$ cat config.mk
export PLATFORM = sky130hd
export DESIGN_NAME = bp_fe_btb_update_queue_flat
export DESIGN_NICKNAME = d
export VERILOG_FILES = /design/src/rtl/bp_fe_btb_update_queue_if.sv /design/src/rtl/bp_fe_btb_update_queue.sv /design/src/flat_wrapper.sv
export SDC_FILE = /design/constraint.sdc
export NUM_CORES = 1
export LEC_CHECK = 0
export ABC_AREA = 1
export BUFFER_PORTS_ARGS = -buffer_cell sky130_fd_sc_hd__buf_2
export CAP_MARGIN = 10
export CORE_MARGIN = 10
export CORE_UTILIZATION = 58
export DETAILED_ROUTE_END_ITERATION = 10
export GPL_TIMING_DRIVEN = 1
export PLACE_DENSITY = 0.8
export SLEW_MARGIN = 10
export SYNTH_ARGS = -nofsm -noshare
export SYNTH_HDL_FRONTEND = slang
export SYNTH_SLANG_ARGS = --single-unit
$ cat constraint.sdc
create_clock -name clk_i -period 4.8 [get_ports clk_i]
set_clock_uncertainty 0.2 [all_clocks]
set_input_delay 0.96 -clock clk_i [delete_from_list [all_inputs] [get_ports clk_i]]
set_output_delay 0.96 -clock clk_i [all_outputs]
set_load 0.1 [all_outputs]
$ cat src/rtl/bp_fe_btb_update_queue_if.sv
// ============================================================================
// Module   : bp_fe_btb_update_queue_if
// Purpose  : Update-request side and BTB write-port side of the update queue.
// Revision : 1.0 - initial release
// ============================================================================
`default_nettype none

interface bp_fe_btb_update_queue_if #(
  parameter int vaddr_width_p   = 39,
  parameter int btb_tag_width_p = 9,
  parameter int btb_idx_width_p = 6
);
  logic                       v_i;
  logic                       ready_and_o;
  logic                       clr_i;
  logic                       jmp_i;
  logic [btb_tag_width_p-1:0] tag_i;
  logic [btb_idx_width_p-1:0] idx_i;
  logic [vaddr_width_p-1:0]   tgt_i;

  logic                       w_v_o;
  logic                       w_clr_o;
  logic                       w_jmp_o;
  logic [btb_tag_width_p-1:0] w_tag_o;
  logic [btb_idx_width_p-1:0] w_idx_o;
  logic [vaddr_width_p-1:0]   w_tgt_o;
  logic                       w_force_o;
  logic                       w_yumi_i;

  // Queue view
  modport slave (
    input  v_i, clr_i, jmp_i, tag_i, idx_i, tgt_i, w_yumi_i,
    output ready_and_o, w_v_o, w_clr_o, w_jmp_o, w_tag_o, w_idx_o, w_tgt_o, w_force_o
  );

  // Requester / BTB view
  modport master (
    output v_i, clr_i, jmp_i, tag_i, idx_i, tgt_i, w_yumi_i,
    input  ready_and_o, w_v_o, w_clr_o, w_jmp_o, w_tag_o, w_idx_o, w_tgt_o, w_force_o
  );
endinterface

`default_nettype wire

$ cat src/rtl/bp_fe_btb_update_queue.sv
// ============================================================================
// Module   : bp_fe_btb_update_queue
// Purpose  : Index-merging FIFO of BTB updates feeding the BTB write port.
// Revision : 1.0 - initial release
// ============================================================================
`default_nettype none

module bp_fe_btb_update_queue #(
  parameter int vaddr_width_p   = 39,
  parameter int btb_tag_width_p = 9,
  parameter int btb_idx_width_p = 6,
  parameter int els_p           = 4,
  parameter int stall_limit_p   = 8,
  localparam int c_cnt_w        = $clog2(els_p + 1)
) (
  input  wire logic               clk_i,
  input  wire logic               reset_i,
  input  wire logic               init_done_i,
  input  wire logic               flush_i,
  bp_fe_btb_update_queue_if.slave bus,
  output logic [c_cnt_w-1:0]      count_o
);

  localparam int c_ptr_w = (els_p > 1) ? $clog2(els_p) : 1;
  localparam int c_age_w = $clog2(stall_limit_p + 1);
  localparam logic [c_cnt_w-1:0] c_full    = c_cnt_w'(els_p);
  localparam logic [c_ptr_w-1:0] c_last    = c_ptr_w'(els_p - 1);
  localparam logic [c_age_w-1:0] c_age_max = c_age_w'(stall_limit_p);

  logic [els_p-1:0]           r_vld;
  logic [els_p-1:0]           r_clr;
  logic [els_p-1:0]           r_jmp;
  logic [btb_tag_width_p-1:0] r_tag [els_p];
  logic [btb_idx_width_p-1:0] r_idx [els_p];
  logic [vaddr_width_p-1:0]   r_tgt [els_p];
  logic [c_ptr_w-1:0]         r_rptr;
  logic [c_ptr_w-1:0]         r_wptr;
  logic [c_cnt_w-1:0]         r_count;
  logic [c_age_w-1:0]         r_age;

  logic             w_full;
  logic             w_wv;
  logic             w_enq;
  logic             w_deq;
  logic             w_append;
  logic [els_p-1:0] w_hit;

  function automatic logic [c_ptr_w-1:0] f_next(input logic [c_ptr_w-1:0] p);
    return (p == c_last) ? '0 : p + 1'b1;
  endfunction

  assign w_full   = (r_count == c_full);
  assign w_wv     = (r_count != '0) & init_done_i;
  assign w_enq    = bus.v_i & bus.ready_and_o;
  assign w_deq    = bus.w_yumi_i & w_wv & ~flush_i;
  assign w_append = w_enq & ~(|w_hit);

  // A head that leaves this cycle is no longer a merge target; the request appends instead.
  always_comb begin
    w_hit = '0;
    for (int i = 0; i < els_p; i++) begin
      w_hit[i] = r_vld[i] & (r_idx[i] == bus.idx_i)
               & ~(w_deq & (c_ptr_w'(i) == r_rptr));
    end
  end

  always_ff @(posedge clk_i) begin
    for (int i = 0; i < els_p; i++) begin
      if ((w_enq & w_hit[i]) | (w_append & (c_ptr_w'(i) == r_wptr))) begin
        r_clr[i] <= bus.clr_i;
        r_jmp[i] <= bus.jmp_i;
        r_tag[i] <= bus.tag_i;
        r_idx[i] <= bus.idx_i;
        r_tgt[i] <= bus.tgt_i;
      end
    end
  end

  always_ff @(posedge clk_i or negedge reset_i) begin
    if (!reset_i) begin
      r_vld   <= '0;
      r_rptr  <= '0;
      r_wptr  <= '0;
      r_count <= '0;
    end else if (flush_i) begin
      r_vld   <= '0;
      r_rptr  <= '0;
      r_wptr  <= '0;
      r_count <= '0;
    end else begin
      if (w_deq) begin
        r_vld[r_rptr] <= 1'b0;
        r_rptr        <= f_next(r_rptr);
      end
      if (w_append) begin
        r_vld[r_wptr] <= 1'b1;
        r_wptr        <= f_next(r_wptr);
      end
      r_count <= r_count + c_cnt_w'(w_append) - c_cnt_w'(w_deq);
    end
  end

  always_ff @(posedge clk_i or negedge reset_i) begin
    if (!reset_i) begin
      r_age <= '0;
    end else if (flush_i | bus.w_yumi_i | ~w_wv) begin
      r_age <= '0;
    end else if (r_age != c_age_max) begin
      r_age <= r_age + 1'b1;
    end
  end

  assign bus.ready_and_o = ~w_full & ~flush_i;
  assign bus.w_v_o       = w_wv;
  assign bus.w_clr_o     = r_clr[r_rptr];
  assign bus.w_jmp_o     = r_jmp[r_rptr];
  assign bus.w_tag_o     = r_tag[r_rptr];
  assign bus.w_idx_o     = r_idx[r_rptr];
  assign bus.w_tgt_o     = r_tgt[r_rptr];
  assign bus.w_force_o   = w_wv & ((r_age == c_age_max) | w_full);
  assign count_o         = r_count;

endmodule

`default_nettype wire

$ cat src/flat_wrapper.sv
// flat-port wrapper written by rule: the top's interface ports become plain ports
module bp_fe_btb_update_queue_flat 
#(
  parameter int vaddr_width_p   = 39,
  parameter int btb_tag_width_p = 9,
  parameter int btb_idx_width_p = 6,
  parameter int els_p           = 4,
  parameter int stall_limit_p   = 8,
  localparam int c_cnt_w        = $clog2(els_p + 1)
)
  (clk_i, reset_i, init_done_i, flush_i, count_o, bus_v_i, bus_clr_i, bus_jmp_i, bus_tag_i, bus_idx_i, bus_tgt_i, bus_w_yumi_i, bus_ready_and_o, bus_w_v_o, bus_w_clr_o, bus_w_jmp_o, bus_w_tag_o, bus_w_idx_o, bus_w_tgt_o, bus_w_force_o);
  bp_fe_btb_update_queue_if #(.vaddr_width_p(vaddr_width_p), .btb_tag_width_p(btb_tag_width_p), .btb_idx_width_p(btb_idx_width_p)) bus_i ();
  input  wire logic clk_i;
  input  wire logic reset_i;
  input  wire logic init_done_i;
  input  wire logic flush_i;
  output logic [c_cnt_w-1:0] count_o;
  input wire logic [$bits(bus_i.v_i)-1:0] bus_v_i;
  input wire logic [$bits(bus_i.clr_i)-1:0] bus_clr_i;
  input wire logic [$bits(bus_i.jmp_i)-1:0] bus_jmp_i;
  input wire logic [$bits(bus_i.tag_i)-1:0] bus_tag_i;
  input wire logic [$bits(bus_i.idx_i)-1:0] bus_idx_i;
  input wire logic [$bits(bus_i.tgt_i)-1:0] bus_tgt_i;
  input wire logic [$bits(bus_i.w_yumi_i)-1:0] bus_w_yumi_i;
  output wire logic [$bits(bus_i.ready_and_o)-1:0] bus_ready_and_o;
  output wire logic [$bits(bus_i.w_v_o)-1:0] bus_w_v_o;
  output wire logic [$bits(bus_i.w_clr_o)-1:0] bus_w_clr_o;
  output wire logic [$bits(bus_i.w_jmp_o)-1:0] bus_w_jmp_o;
  output wire logic [$bits(bus_i.w_tag_o)-1:0] bus_w_tag_o;
  output wire logic [$bits(bus_i.w_idx_o)-1:0] bus_w_idx_o;
  output wire logic [$bits(bus_i.w_tgt_o)-1:0] bus_w_tgt_o;
  output wire logic [$bits(bus_i.w_force_o)-1:0] bus_w_force_o;
  assign bus_i.v_i = bus_v_i;
  assign bus_i.clr_i = bus_clr_i;
  assign bus_i.jmp_i = bus_jmp_i;
  assign bus_i.tag_i = bus_tag_i;
  assign bus_i.idx_i = bus_idx_i;
  assign bus_i.tgt_i = bus_tgt_i;
  assign bus_i.w_yumi_i = bus_w_yumi_i;
  assign bus_ready_and_o = bus_i.ready_and_o;
  assign bus_w_v_o = bus_i.w_v_o;
  assign bus_w_clr_o = bus_i.w_clr_o;
  assign bus_w_jmp_o = bus_i.w_jmp_o;
  assign bus_w_tag_o = bus_i.w_tag_o;
  assign bus_w_idx_o = bus_i.w_idx_o;
  assign bus_w_tgt_o = bus_i.w_tgt_o;
  assign bus_w_force_o = bus_i.w_force_o;
  bp_fe_btb_update_queue #(.vaddr_width_p(vaddr_width_p), .btb_tag_width_p(btb_tag_width_p), .btb_idx_width_p(btb_idx_width_p), .els_p(els_p), .stall_limit_p(stall_limit_p)) u_core (.clk_i(clk_i), .reset_i(reset_i), .init_done_i(init_done_i), .flush_i(flush_i), .bus(bus_i), .count_o(count_o));
endmodule
## Word-level counts from Yosys, hierarchy flattened

Memories as Yosys holds them, arrays and structs flattened.
Index checks and enable logic that the tools add are counted.

| word-level totals | value |
|---|---|
| memories kept | 3 |
| logic and storage cells | 123 |
| RAM bits | 216 |
| output and inout bits | 62 |
| flip-flop bits (word level) | 23 |
| bits in read-only memories | 0 |
| bits in latches | 0 |
| input bits | 62 |

| cells by class | value |
|---|---|
| reduce and logical (&&, ||, !) cells | 9 |
| shift-type cells | 0 |
| eq/ne operators | 15 |
| bitwise operators | 45 |
| multiply operators | 0 |
| div/mod/pow operators | 0 |
| multiplexer cells | 29 |
| order comparisons | 4 |
| add/sub/neg operators | 5 |

Memory list:

| name | words | bits a word | rd ports | clocked after memory_dff | wr ports | line | source |
|---|---|---|---|---|---|---|---|
| u_core.r_tgt | 4 | 39 | 1 | 0 | 4 | bp_fe_btb_update_queue.sv:35 | `logic [vaddr_width_p-1:0] r_tgt [els_p];` |
| u_core.r_tag | 4 | 9 | 1 | 0 | 4 | bp_fe_btb_update_queue.sv:33 | `logic [btb_tag_width_p-1:0] r_tag [els_p];` |
| u_core.r_idx | 4 | 6 | 5 | 0 | 4 | bp_fe_btb_update_queue.sv:34 | `logic [btb_idx_width_p-1:0] r_idx [els_p];` |

Operator list:

| cell | count |
|---|---|
| bitwise AND 1 bit | 27 |
| equality test 6 bit | 4 |
| two-way mux 4 bit | 6 |
| two-way mux 1 bit | 12 |
| two-way mux 2 bit | 6 |
| equality test 2 bit (first input constant) | 4 |
| inverter 1 bit | 8 |
| bitwise OR 1 bit | 7 |
| less-than comparator 2 x 3 -> 1 bit (second input constant) | 2 |
| nonzero test 2 bit | 3 |
| adder 2 x 1 -> 2 bit (second input constant) | 2 |
| adder 4 x 1 -> 4 bit (second input constant) | 1 |
| bitwise AND 4 bit | 1 |
| binary-select mux 1 bit (select 2 bit) | 2 |
| demux 1 bit (select 2 bit) | 2 |
| equality test 1 x 2 -> 1 bit (first input constant) | 2 |
| equality test 2 bit (second input constant) | 2 |
| equality test 4 bit (second input constant) | 1 |
| greater-or-equal comparator 2 x 1 -> 1 bit (second input constant) | 2 |
| logical NOT 2 bit | 2 |
| inequality test 4 bit (second input constant) | 1 |
| inverter 4 bit | 1 |
| bitwise OR 4 bit | 1 |
| OR reduction 4 bit | 1 |
| 6 further kinds | 7 |

## Depth between registers and ports, before layout

Gate-level depths: netlist (run 1).

| logic depth | value |
|---|---|
| depth after elaboration | 14 |
| mapped depth | 16 |
| depth with buffers taken out | 16 |

## Worst setup path after synthesis (run 1)

No wires, ideal clock.

| timing path | value |
|---|---|
| kind | register to register |
| start point | register u_core.r_count[1] (netlist: u_core.count_o[1]) |
| end point | register u_core.r_clr[3] (enable) |
| stages on the path, launching flop included | 9 |
| arrival | 3.699 ns |
| required time | 4.185 ns |
| slack | 0.486 ns |
| path buffers | 0 |
| path through | dfrtp_1 nor2_2 a21oi_4 nand4_2 nand2_1 nand2_2 nor2_8 nand3_2 nand2_1 |

| between the ends | value |
|---|---|
| longest elaborated chain between the ends | 12 |
| elaborated cells on any way between the ends | 26 |
| classes of those cells | eq/ne (1); bitwise (23); reduce/logical (2) |

RTL lines:

| element | line | source |
|---|---|---|
| start: declaration | bp_fe_btb_update_queue.sv:38 | `logic [c_cnt_w-1:0] r_count;` |
| start signal: assignment | bp_fe_btb_update_queue.sv:99 | `r_count <= r_count + c_cnt_w'(w_append) - c_cnt_w'(w_deq);` |
| nonzero test 3 bit * | bp_fe_btb_update_queue.sv:53 | `assign w_wv = (r_count != '0) & init_done_i;` |
| bitwise AND 1 bit * | bp_fe_btb_update_queue.sv:53 |  |
| named net bus_w_v_o | flat_wrapper.sv:26 | `output wire logic [$bits(bus_i.w_v_o)-1:0] bus_w_v_o;` |
| bitwise AND 1 bit * (2 in series) | bp_fe_btb_update_queue.sv:55 | `assign w_deq = bus.w_yumi_i & w_wv & ~flush_i;` |
| bitwise AND 1 bit | bp_fe_btb_update_queue.sv:63 | `& ~(w_deq & (c_ptr_w'(i) == r_rptr));` |
| inverter 1 bit | bp_fe_btb_update_queue.sv:63 |  |
| bitwise AND 1 bit | bp_fe_btb_update_queue.sv:63 |  |
| OR reduction 4 bit | bp_fe_btb_update_queue.sv:56 | `assign w_append = w_enq & ~(\|w_hit);` |
| inverter 1 bit | bp_fe_btb_update_queue.sv:56 |  |
| bitwise AND 1 bit | bp_fe_btb_update_queue.sv:56 |  |
| bitwise AND 1 bit | bp_fe_btb_update_queue.sv:69 | `if ((w_enq & w_hit[i]) \| (w_append & (c_ptr_w'(i) == r_wptr))) begin` |
| bitwise OR 1 bit * | bp_fe_btb_update_queue.sv:69 |  |
| end signal: indexed assignment | bp_fe_btb_update_queue.sv:70 | `r_clr[i] <= bus.clr_i;` |
| end: declaration | bp_fe_btb_update_queue.sv:31 | `logic [els_p-1:0] r_clr;` |

Mark *: on every way through the listed nets, which the timed path passes. The rest lies on a longest branch.
A chain may end at the register's enable or synchronous reset.

## Final worst setup path (run 1)

| timing path | value |
|---|---|
| start point | register u_core.r_rptr[1] |
| end point | output port bus_w_tag_o[5] |

| between the ends | value |
|---|---|
| longest elaborated chain between the ends | 1 |

RTL lines:

| element | line | source |
|---|---|---|
| start: declaration | bp_fe_btb_update_queue.sv:36 | `logic [c_ptr_w-1:0] r_rptr;` |
| start signal: assignment | bp_fe_btb_update_queue.sv:93 | `r_rptr <= f_next(r_rptr);` |
| memory read (4 x 9 bit) | -- |  |
| end: declaration | flat_wrapper.sv:29 | `output wire logic [$bits(bus_i.w_tag_o)-1:0] bus_w_tag_o;` |

Every way passes these cells.

==> flow_metrics.py, run 1 <==
metrics = {
    "synthesis": {
        "synth_largest_area_cell": "edfxtp_1",
        "ys_warn_count": 0,
        "synthCells": 757,
        "synth_cell_type_count": 34,
        "synth_area_per_cell_um2": 12.8,
        "synth.ff_latch_count": 239,
        "synth.top_cells.by_area": "edfxtp_1, o21ai_0, nor2_1",
        "synth_edf_count": 224,
        "syn-cell-area_um2": 9700,
        "most_used_flip_flop_cell_after_synthesis": "edfxtp_1",
        "yosys.area.top_type_share_pct": 69.3,
        "synth-async-reset-ratio_pct": 6.28,
        "seq_area_frac_synth_pct": 73.2,
        "syn_nets": 832,
    },
    "die": {
        "floorplan.die_area_um2": 22300,
        "floorplan.rows": 47,
        "die_w_um": 149,
        "initial_utilization_pct": 58.9,
        "design.core.area_um2": 16500,
        "fp.dieH_um": 149,
        "ios": 124,
    },
    "cells_and_area": {
        "layout-area-overhead-vs-synth_pct": 17.4,
        "fin_util_pct": 69.2,
        "mostFrequentLayoutCell": "edfxtp_1",
        "final_cell_mix": "edfxtp_1, nor2_1, buf_2",
        "fraction_of_final_layout_cells_with_drive_strength_greater_than_1_pct": 23.3,
        "final_nets": 956,
        "layout.cell_area.non_filler_um2": 11400,
    },
    "worst_setup_path": {
        "timing.critical_path.cells": "inv_2, buf_4, o21ai_0, o22ai_1, buf_2",
        "critical_path.endpoint_type": "primary output",
        "critical_path_class": "flop to primary output",
        "worstSetupStartpointType": "flop",
        "critical-path-top-delay-family": "buffers and inverters",
        "critPathArrivalTime_ns": 2.72,
        "cpPeakStageDelay_ns": 0.57,
        "crit_required_ns": 3.64,
        "critical-path-slowest-cell": "inv_2",
        "path_buf_inv": 3,
        "critPathMaxFanout": 47,
    },
    "placement": {
        "io_buffers": 123,
        "dpl.hpwl_um": 12800,
        "placedInstanceArea_um2": 10600,
        "dp_slack_ns": 1.28,
        "finalWeightedCongestion": 0.875,
    },
    "pwr": {
        "vdd.ir_drop.worst_mv": 0.423,
        "static-leakage-power_uw": 0.00425,
        "power.density_nw_per_um2": 518,
    },
    "route": {
        "drt-wirelength-per-cell_um": 19.1,
        "dr_total_vias": 6298,
        "routed_wl_um": 21300,
        "vias_per_cell": 5.62,
        "dr.pass1.iters": 5,
        "detail_route.iter0.violations": 654,
        "final_ant_viol_nets": 0,
        "drc": 0,
    },
    "timing": {
        "timing.final.crit_share_pct": 80.8,
        "report.final.hold_viol_count": 0,
        "timing.final.setup_violations": 0,
        "timing.final.ws_setup_ns": 0.923,
        "rsz0062_at_grt": "no",
        "worst_slew_pin_slew_ns": 0.832,
        "timing.final.max_slew_violations": 0,
        "timing.fmax_mhz": 258,
        "final.min_clock_period_ns": 3.88,
        "slew_headroom_pct": 44.3,
        "fin_setup_tns_ns": 0,
        "finalHoldWorstSlack_ns": 0.161,
    },
    "global_routing": {
        "antenna_found_initial": 7,
        "grt_overflow": 0,
        "gr-usage-all-layers_pct": 18.7,
        "vias_in_the_first_global_route": 6357,
        "pin_count_of_the_biggest_net_entering_global_routing": 73,
        "global_route_wire_length_before_repair_um": 33500,
    },
    "clocking": {
        "clock_path_buffers": 3,
        "htree_levels": 1,
        "cts.clk_slew.worst_paths_ns": 0.06,
        "cts.repair.resized": 0,
        "clock_sink_count": 239,
        "cts_tree": "built",
        "cts-root-buf": "clkbuf_16",
        "post_cts.repair.setup_buffers": 0,
        "cts-hold-fix-buffers": 0,
        "tritoncts_buffer_count": 25,
        "insertion_delay_ns": 0.50,
    },
    "min_path": {
        "min_path_type": "input port to asynchronous set/reset pin",
    },
    "run_status": {
        "outcome": "finished clean",
    },
    "flow_run": {
        "max_cap_violation_count": 0,
    },
}
-- cells by family (layout without fill, tap and decap cells) --
kind of cell	Yosys count	after routing	synth area share, %
flip-flops	239	239	73.2
AND/OR/NAND/NOR	221	221	10.0
AO/OA/AOI/OAI	195	195	11.0
buffers and inverters	81	220	3.29
adder cells (fa/ha/maj)	13	13	1.75
XOR/XNOR	8	8	0.722
other	0	4	0
-- power by group --
| part | total, uW | internal [uW] | switching, uW |
|---|---|---|---|
| Sequential | 2430 | 2400 | 37.7 |
| Clock | 1810 | 1060 | 750 |
| Combinational | 1660 | 258 | 1400 |
| Total | 5900 | 3710 | 2190 |
-- state kept, by name, indices dropped and copies added, names as in the netlist --
register	cells
u_core.count_o	3
u_core.r_age	4
u_core.r_clr	4
u_core.r_idx	24
u_core.r_jmp	4
u_core.r_rptr	2
u_core.r_tag	36
u_core.r_tgt	156
u_core.r_vld	4
u_core.r_wptr	2
-- synth_stat cells (4+ instances only) --
cell type    n
ha_1        12
nand3_1     11
nor2_1     123
edfxtp_1   224
a21oi_1     17
o22ai_1     53
inv_1       36
inv_2        6
dfrtp_1     15
xor2_1       5
nand3_2      4
a21oi_2      4
nand2_1     65
o21ai_0    117
buf_2        5
clkbuf_1    31
nor2_2       5
-- through the flow --
step | power (uW) | cells
finish | 5900 | 1120
global route | 6100 | 1119
CTS | 5930 | 1116
detailed placement | 4140 | 1074
global placement | 4120 | 1074
floorplan | 3810 | 757
-- path summary, 6_finish.rpt --
path,startpoint,end,slack (ns),cells after the start
hold reg to reg,u_core.r_vld[3],u_core.r_vld[3],0.36,2
min in group clk_i,u_core.r_vld[3],u_core.r_vld[3],0.36,2
setup / recovery,u_core.r_rptr[1],bus_w_tag_o[5],0.92,5
setup reg to reg,u_core.r_rptr[0],u_core.r_tgt[1][38],1.44,9
hold / removal,reset_i,u_core.r_vld[3],0.16,1
max in group asynchronous,reset_i,u_core.r_rptr[0],3.93,1
-- layer usage --
metal	vias up	global-route usage, %	wire (um)
li1	2983	-	-
met1	3031	24.7	8910
met2	247	30.2	10300
met3	33	4.79	1770
met4	4	5.10	282
met5	-	0	19
-- layout make-up --
type	count	area [um2]
fillers	1117	5070
flip-flops and latches	239	7110
multi-input cells	437	2290
repair buffers	134	773
well taps	220	275
clock inverters	15	134
inverters	44	168
diodes	4	10.0
clock buffers	27	633
Note: power is estimated with default switching activity, not from simulation.
==> run 2: changes to the inputs <==
CORE_UTILIZATION = 52   (was 58)
PLACE_DENSITY = 0.76   (was 0.8)
clock period = 3.14 ns   (was 4.8 ns; I/O delays follow)
==> run 2 against run 1 <==
Net effect: clock power increased by 54%; die area increased by 10%; global-route usage is 0.66 points lower; combinational power rose by 95%; critical path type unchanged; highest routed layer unchanged.
==> flow_metrics.py, run 2 (same netlist as run 1, synthesis figures left out) <==
metrics = {
    "route": {
        "drc": 0,
        "dr_total_vias": 6301,
        "final_ant_viol_nets": 0,
        "dr.pass1.iters": 4,
        "drt-wirelength-per-cell_um": 19.5,
        "vias_per_cell": 5.53,
        "detail_route.iter0.violations": 504,
        "routed_wl_um": 22200,
    },
    "worst_setup_path": {
        "crit_required_ns": 2.31,
        "critical_path_class": "flop to primary output",
        "worstSetupStartpointType": "flop",
        "critPathArrivalTime_ns": 2.17,
        "timing.critical_path.cells": "clkinv_2, buf_6, nor2_1, o22ai_2, buf_2",
        "path_buf_inv": 3,
        "critical_path.endpoint_type": "primary output",
        "setup.worst_path.start": "u_core.r_rptr[0]",
        "critPathMaxFanout": 45,
        "cpPeakStageDelay_ns": 0.50,
        "critical-path-slowest-cell": "dfrtp_4",
        "critical-path-top-delay-family": "buffers and inverters",
        "reg2reg_from": "u_core.r_rptr[0]",
        "reg2reg_slack_ns": 0.45,
    },
    "timing": {
        "worst_slew_pin_slew_ns": 0.502,
        "timing.final.max_slew_violations": 0,
        "rsz0062_at_grt": "no",
        "report.final.hold_viol_count": 0,
        "timing.final.crit_share_pct": 95.4,
        "timing.fmax_mhz": 334,
        "slew_headroom_pct": 66.5,
        "timing.final.setup_violations": 0,
        "fin_setup_tns_ns": 0,
        "final.min_clock_period_ns": 2.99,
    },
    "die": {
        "initial_utilization_pct": 53.5,
        "floorplan.die_area_um2": 24500,
        "fp.dieH_um": 157,
        "floorplan.rows": 49,
        "die_w_um": 157,
        "design.core.area_um2": 18100,
        "ios": 124,
    },
    "cells_and_area": {
        "fraction_of_final_layout_cells_with_drive_strength_greater_than_1_pct": 30.4,
        "layout-area-overhead-vs-synth_pct": 30.3,
        "filler_cell_count": 1179,
        "final_nets": 966,
        "final_cell_mix": "edfxtp_1, nor2_1, o21ai_0",
        "largest-register": "u_core.r_tgt",
        "layout.cell_area.non_filler_um2": 12600,
        "mostFrequentLayoutCell": "edfxtp_1",
        "largest_registers": "u_core.r_tgt x156, u_core.r_tag x36, u_core.r_idx x24",
        "largest_register_ffs": 156,
    },
    "min_path": {
        "hold_path_startpoint": "bus_tgt_i[26]",
        "min_path_type": "input port to flop",
    },
    "clocking": {
        "cts_tree": "built",
        "clock_sink_count": 239,
        "tritoncts_buffer_count": 24,
        "htree_levels": 1,
        "insertion_delay_ns": 0.50,
        "cts-root-buf": "clkbuf_16",
        "cts.clk_slew.worst_paths_ns": 0.06,
        "clock_path_buffers": 3,
    },
    "run_status": {
        "outcome": "finished clean",
    },
    "global_routing": {
        "gr-usage-all-layers_pct": 18.1,
        "global_route_wire_length_before_repair_um": 35500,
        "antenna_found_initial": 4,
        "vias_in_the_first_global_route": 6543,
        "grt_overflow": 0,
        "pin_count_of_the_biggest_net_entering_global_routing": 57,
    },
    "pwr": {
        "static-leakage-power_uw": 0.00470,
        "seqPwrFrac_pct": 38.2,
        "vdd.ir_drop.worst_mv": 0.812,
        "share_comb_of_total_power_pct": 33.2,
        "switching_share_pct": 35.9,
        "power.net_switching_uw": 3500,
        "clockPowerShare_pct": 28.6,
        "internal-power_uw": 6260,
        "power.density_nw_per_um2": 772,
    },
    "placement": {
        "placedInstanceArea_um2": 11800,
        "finalWeightedCongestion": 0.832,
        "io_buffers": 123,
        "dpl.hpwl_um": 14200,
    },
    "flow_run": {
        "max_cap_violation_count": 0,
    },
}
-- run 2: final timing paths --
path                                             to  cells past startpoint
worst max-delay path                 bus_w_tag_o[4]                      5
worst min-delay path            u_core.r_tgt[1][26]                      1
worst max register to register    u_core.count_o[2]                     13
worst min register to register      u_core.r_age[3]                      2
max in group asynchronous         u_core.count_o[2]                      2
min in group asynchronous           u_core.r_vld[0]                      2
-- run 2: repair_timing --
action,in CTS,in global routing
hold buffers,1,0
hold endpoints to repair,15,0
setup endpoints to repair,20,21
buffers inserted,0,0
gates resized for setup,4,7
-- run 2: layout make-up --
| class | count | area, um2 | share of cell area [%] |
|---|---|---|---|
| multi-input combinational | 437 | 2680 | 21.2 |
| clock inverter | 16 | 160 | 1.27 |
| antenna | 2 | 5.00 | 0.0396 |
| inverter | 44 | 168 | 1.33 |
| clock buffer | 27 | 612 | 4.84 |
| tap | 229 | 287 | 2.27 |
| sequential | 239 | 7120 | 56.3 |
| timing repair buffer | 145 | 1610 | 12.8 |
-- run 2: power by group through the flow --
stage | clock network (uW) | registers [uW] | logic, uW
floorplan | 0 | 3860 | 2080
global placement | 0 | 3790 | 3200
detailed placement | 0 | 3790 | 3230
CTS | 2820 | 3730 | 3250
global route | 2970 | 3740 | 3380
finish | 2790 | 3730 | 3240
-- run 2: per-stage QoR --
stage	utilization, %	hold slack, ns	total power [uW]	setup slack (ns)	instances
after global routing	69.7	0.108	10100	0.0304	1138
after CTS	69.5	0.109	9800	0.0201	1137
after floorplan	-	0.132	5940	0.0199	757
after detailed placement	65.2	0.343	7030	0.410	1093
after global placement	65.2	0.325	6990	0.476	1093
final	69.7	0.125	9760	0.146	1139
-- run 2: per-layer routing --
layer	vias to the layer above	GRT usage, %	routed length [um]
met5	-	0	23
met4	4	3.91	365
met3	36	4.88	1510
met2	178	28.8	10700
met1	3079	24.4	9650
li1	3004	-	-
-- run 2: worst reg2reg max path: cells and delay by family (launching register included) --
kind | cells | cell delay (ns)
buffers and inverters | 4 | 0.56
DFF | 1 | 0.43
and+or+nand+nor | 5 | 0.52
adders and majority gates | 3 | 0.72
xor gates and xnor gates | 1 | 0.17
